**src/rtl/div_unit_if.sv**
```systemverilog
// Handshake and operand bundle between the EX stage and the multi-cycle divider.
// The master modport is the EX side and the slave modport is the divider.
interface div_unit_if #(
  parameter int DATA_W = 32
);
  logic                  signed_div;
  logic [DATA_W-1:0]     opdata1;
  logic [DATA_W-1:0]     opdata2;
  logic                  start;
  logic                  annul;
  logic [2*DATA_W-1:0]   result;
  logic                  ready;

  modport master (
    output signed_div, opdata1, opdata2, start, annul,
    input  result, ready
  );

  modport slave (
    input  signed_div, opdata1, opdata2, start, annul,
    output result, ready
  );
endinterface

```
**src/rtl/div_unit.sv**
```systemverilog
// Restoring 32-bit DIV/DIVU unit for the HI/LO path. Result is {remainder, quotient}.
// One quotient bit per cycle on operand magnitudes, then a sign fix-up cycle.
module div_unit #(
  parameter int DATA_W = 32
) (
  input  logic       clk,
  input  logic       rst,
  div_unit_if.slave  bus
);

  typedef enum logic [1:0] {
    S_FREE   = 2'd0,
    S_BYZERO = 2'd1,
    S_ON     = 2'd2,
    S_END    = 2'd3
  } state_t;

  localparam logic [5:0] ITERS = 6'(DATA_W);

  state_t              state;
  logic [5:0]          cnt;
  logic [DATA_W-1:0]   dvd;   // dividend magnitude, shifts out as quotient shifts in
  logic [DATA_W-1:0]   dvs;
  logic [DATA_W-1:0]   rem;
  logic                qneg;
  logic                rneg;

  logic                s1;
  logic                s2;
  logic [DATA_W-1:0]   shifted;
  logic                fits;
  logic [DATA_W-1:0]   rem_next;
  logic [DATA_W-1:0]   quo_fix;
  logic [DATA_W-1:0]   rem_fix;

  // NOTE: every signal driven here gets a default first, so no latch is inferred.
  always_comb begin
    s1       = bus.signed_div & bus.opdata1[DATA_W-1];
    s2       = bus.signed_div & bus.opdata2[DATA_W-1];
    // The partial remainder stays below the divisor, so the W-bit difference is exact.
    shifted  = {rem[DATA_W-2:0], dvd[DATA_W-1]};
    fits     = {rem, dvd[DATA_W-1]} >= {1'b0, dvs};
    rem_next = fits ? (shifted - dvs) : shifted;
    quo_fix  = qneg ? (~dvd + 1'b1) : dvd;
    rem_fix  = rneg ? (~rem + 1'b1) : rem;
  end

  // NOTE: sequential state uses non-blocking assignments only; the datapath registers
  // (dvd, dvs, rem, sign flags) carry no reset because FREE reloads them before use.
  always_ff @(posedge clk) begin
    if (rst) begin
      state      <= S_FREE;
      cnt        <= '0;
      bus.result <= '0;
      bus.ready  <= 1'b0;
    end else begin
      case (state)
        S_FREE: begin
          bus.ready  <= 1'b0;
          bus.result <= '0;
          if (bus.start && !bus.annul) begin
            if (bus.opdata2 == '0) begin
              state <= S_BYZERO;
            end else begin
              state <= S_ON;
              cnt   <= '0;
              dvd   <= s1 ? (~bus.opdata1 + 1'b1) : bus.opdata1;
              dvs   <= s2 ? (~bus.opdata2 + 1'b1) : bus.opdata2;
              qneg  <= s1 ^ s2;
              rneg  <= s1;
              rem   <= '0;
            end
          end
        end

        S_BYZERO: begin
          state      <= S_END;
          bus.result <= '0;
          bus.ready  <= 1'b1;
        end

        S_ON: begin
          if (bus.annul) begin
            state <= S_FREE;
          end else if (cnt < ITERS) begin
            rem <= rem_next;
            dvd <= {dvd[DATA_W-2:0], fits};
            cnt <= cnt + 6'd1;
          end else begin
            bus.result <= {rem_fix, quo_fix};
            bus.ready  <= 1'b1;
            state      <= S_END;
          end
        end

        S_END: begin
          // annul is ignored here: the result has already been presented to EX.
          if (!bus.start) begin
            state      <= S_FREE;
            bus.ready  <= 1'b0;
            bus.result <= '0;
          end
        end

        default: state <= S_FREE;
      endcase
    end
  end

endmodule

```
**src/flat_wrapper.sv**
```systemverilog
// flat-port wrapper written by rule: the top's interface ports become plain ports
module div_unit_flat 
#(
  parameter int DATA_W = 32
)
  (clk, rst, bus_signed_div, bus_opdata1, bus_opdata2, bus_start, bus_annul, bus_result, bus_ready);
  div_unit_if #(.DATA_W(DATA_W)) bus_i ();
  input  logic clk;
  input  logic rst;
  input wire logic [$bits(bus_i.signed_div)-1:0] bus_signed_div;
  input wire logic [$bits(bus_i.opdata1)-1:0] bus_opdata1;
  input wire logic [$bits(bus_i.opdata2)-1:0] bus_opdata2;
  input wire logic [$bits(bus_i.start)-1:0] bus_start;
  input wire logic [$bits(bus_i.annul)-1:0] bus_annul;
  output wire logic [$bits(bus_i.result)-1:0] bus_result;
  output wire logic [$bits(bus_i.ready)-1:0] bus_ready;
  assign bus_i.signed_div = bus_signed_div;
  assign bus_i.opdata1 = bus_opdata1;
  assign bus_i.opdata2 = bus_opdata2;
  assign bus_i.start = bus_start;
  assign bus_i.annul = bus_annul;
  assign bus_result = bus_i.result;
  assign bus_ready = bus_i.ready;
  div_unit #(.DATA_W(DATA_W)) u_core (.clk(clk), .rst(rst), .bus(bus_i));
endmodule
```
**config.mk**
```make
export PLATFORM = sky130hd
export DESIGN_NAME = div_unit_flat
export DESIGN_NICKNAME = d
export VERILOG_FILES = /design/src/rtl/div_unit_if.sv /design/src/rtl/div_unit.sv /design/src/flat_wrapper.sv
export SDC_FILE = /design/constraint.sdc
export NUM_CORES = 1
export LEC_CHECK = 0
export ABC_AREA = 1
export BUFFER_PORTS_ARGS = -buffer_cell sky130_fd_sc_hd__buf_2
export CAP_MARGIN = 25
export CORE_MARGIN = 4
export CORE_UTILIZATION = 55
export DETAILED_ROUTE_END_ITERATION = 8
export GPL_TIMING_DRIVEN = 0
export HOLD_SLACK_MARGIN = 0.06
export PLACE_DENSITY = 0.79
export SETUP_SLACK_MARGIN = 0.1
export SYNTH_ARGS = -nofsm -noshare
export SYNTH_HDL_FRONTEND = slang
export SYNTH_SLANG_ARGS = --single-unit
```
**constraint.sdc**
```tcl
create_clock -name clk -period 9.9 [get_ports clk]
set_input_delay 0.495 -clock clk [delete_from_list [all_inputs] [get_ports clk]]
set_output_delay 0.495 -clock clk [all_outputs]
set_load 0.1 [all_outputs]
```
==> flow_summary.ini <==
[logic_synthesis]
yosysTopAreaCellShare_pct = 23.1
postSynthNetCount = 2083
ys_warn_count = 0
syn_area_per_cell_um2 = 6.45
yosysTopAreaCell = edfxtp_1
async_reset_ff_share_pct = 0
ys_top_cells_by_area = edfxtp_1 23%, nand2_1 17%, dfxtp_1 11%, nand3_1 9.5%, inv_1 8.8%
ys.flop_type = edfxtp_1
ys_seq_elements = 171
synth_area_um2 = 12700
synthDistinctLibCells = 38
syn_inst = 1972
synth_edf_count = 98
ys_seq_area_share_pct = 34.6

[grt]
antenna_found_initial = 0
grt_pass1_vias = 12200
grt_max_degree = 34
grt_pass1_wl_um = 65800
grt_overflow = 0
track_usage_pct = 32.4

[die]
initial_core_util_pct = 56.0
die_width_um = 160
floorplan.rows = 55
die_area_um2 = 25600
core-area_um2 = 22700
pin_count = 134
die_h_um = 160

[route]
vias_per_cell = 5.67
wl_per_cell_um = 17.5
drc_errors = 0
drt_wl_total_um = 42500
first_pass_iters = 5
route.vias.total = 13700
antenna_left = 0
drt-initial-drc-count = 1642

[timing]
finalHoldViolations = 0
final.setup.tns_ps = 0
period_needed_ps = 3010
fin_crit_sh_pct = 30.4
hold_slack_ps = 245
tightest_slew_ps = 1010
rsz0062_at_grt = false
setup_viol_count_final = 0
skew_ps = 9.81
timing_max_transition_violations_final = 0
relSlewSlack_pct = 32.4
fmax_ghz = 0.332

[final_layout]
n_antenna_cell = 0
mostFrequentLayoutCells = 588 x nand2_1, 297 x inv_1, 242 x nand3_1, 185 x nor2_1, 149 x buf_2
final_util_pct = 63.4
fill_cells = 2155
syn2layout_area_growth_pct = 13.2
layout-drive-gt1-share_pct = 9.72
mostFrequentLayoutCell = nand2_1
final_cells = 2424
nets = 2237

[placement]
dp_cells = 2392
gp_congestion = 0.965
place_hpwl_um = 34100
portBuffers = 132

[worst_setup_path]
end_kind = flop
required_ps = 10100
max_stage_delay_ps = 570
startpoint_type = flop
setup.worst_path.class = flop to flop
rrSetupSlack_ps = 6890
crit_top_cell = nand2_1
cp_max_fo = 4
path_cells = inv_1, ha_1, inv_1, fa_1, nand3_1, nand3_1, nand3_1, nand3b_1, nand2_1, nand2_1, nand2_1, nand2_1, nand3_1, nand2_1
slowest_stage = edfxtp_1
cp_data_arrival_time_ps = 3210

[cts]
postCtsSetupBuffers = 0
htreeDepth = 4
cts_buffers = 17
clk_pin_slew_ps = 70
hold_buffers = 0
cts_max_path_buffers = 2
cts_tree = yes
clk_latency_ps = 440
cts-resized-gates = 0
cts.sinks = 171
root_buffer = clkbuf_16

[worst_hold_path]
hp-class = input pin to flop

[outcome]
status = finished, final reports clean

[power_and_ir_drop]
leakagePower_nw = 7.05
ir_drop_mv = 0.151
power.density_nw_per_um2 = 219

[job]
drv_cap = 0
## kinds of logic (layout without fill, tap and decap cells)
family,count (synthesis),after routing,synth area share (%)
buffers and inverters,357,524,10.9
AND/OR/NAND/NOR,1107,1107,36.9
XOR/XNOR,47,47,3.24
flip-flops,171,171,34.6
AO/OA/AOI/OAI,248,248,10.2
adder cells (fa/ha/maj),42,42,4.19
## synthesized netlist by cell type, drive strengths merged (2+ instances only)
| master | number |
|---|---|
| nand2 | 591 |
| inv | 299 |
| nand3 | 243 |
| nor2 | 190 |
| a21oi | 124 |
| o21ai | 102 |
| edfxtp | 98 |
| dfxtp | 73 |
| ha | 41 |
| nand4 | 40 |
| xor2 | 40 |
| clkbuf | 30 |
| buf | 25 |
| nor3 | 21 |
| and2 | 8 |
| o211ai | 8 |
| or2 | 7 |
| xnor2 | 7 |
| o21bai | 6 |
| nand3b | 5 |
| clkinv | 3 |
| o21a | 3 |
| a32oi | 2 |
## stage by stage
stage	instance area (um2)	total power [mW]	worst slack, ps
after floorplan	12700	1.99	5420
after global placement	13700	2.39	4010
after detailed placement	13800	2.42	6840
after CTS	14400	3.12	6930
after global routing	14400	3.36	6790
final	14400	3.16	6890
## worst max-delay path, delay by kind of cell (launching register included)
| family | cells | cell delay [ps] |
|---|---|---|
| fa+ha+maj | 2 | 640 |
| buf+inv | 2 | 380 |
| simple gates | 10 | 1170 |
| flops | 1 | 570 |
## power by group
group	switching [mW]	internal, mW	leakage, nW
Combinational	0.998	0.401	5.25
Clock	0.341	0.358	0.300
Sequential	0.137	0.921	1.50
## layer usage
layer  track usage (%)  wire (um)  part of all wire (%)  up-vias
met3              8.49       4950                    12       51
met2              46.4      17300                    41      664
met4              6.57        663                   1.6        0
met1              49.3      19600                    46     6339
met5                 0          0                     0        -
li1                  -          -                     -     6694
## layout make-up
cell class              count  area (um2)  share of cell area, %
flip-flops and latches    171        4400                   30.6
repair buffers            135         699                   4.85
clock inverters            14         163                   1.13
plain buffers              55         250                   1.74
well taps                 285         357                   2.48
inverters                 302        1130                   7.87
multi-input cells        1444        6950                   48.2
clock buffers              18         450                   3.13
## path summary, 6_finish.rpt
check | cells past startpoint | from | to
max | 14 | u_core.dvd[31] | u_core.rem[28]
min | 1 | bus_opdata2[0] | u_core.dvs[0]
max reg2reg | 14 | u_core.dvd[31] | u_core.rem[28]
min reg2reg | 2 | u_core.bus.result[49] | u_core.bus.result[49]
## sequential cells by signal, indices dropped and copies added, names as in the netlist
signal / flops
u_core.bus.ready: 1
u_core.rem: 32
u_core.bus.result: 64
u_core.qneg: 1
u_core.rneg: 1
u_core.dvd: 32
u_core.state: 2
u_core.cnt: 6
u_core.dvs: 32
No activity file was read; power rests on OpenSTA's default activity.
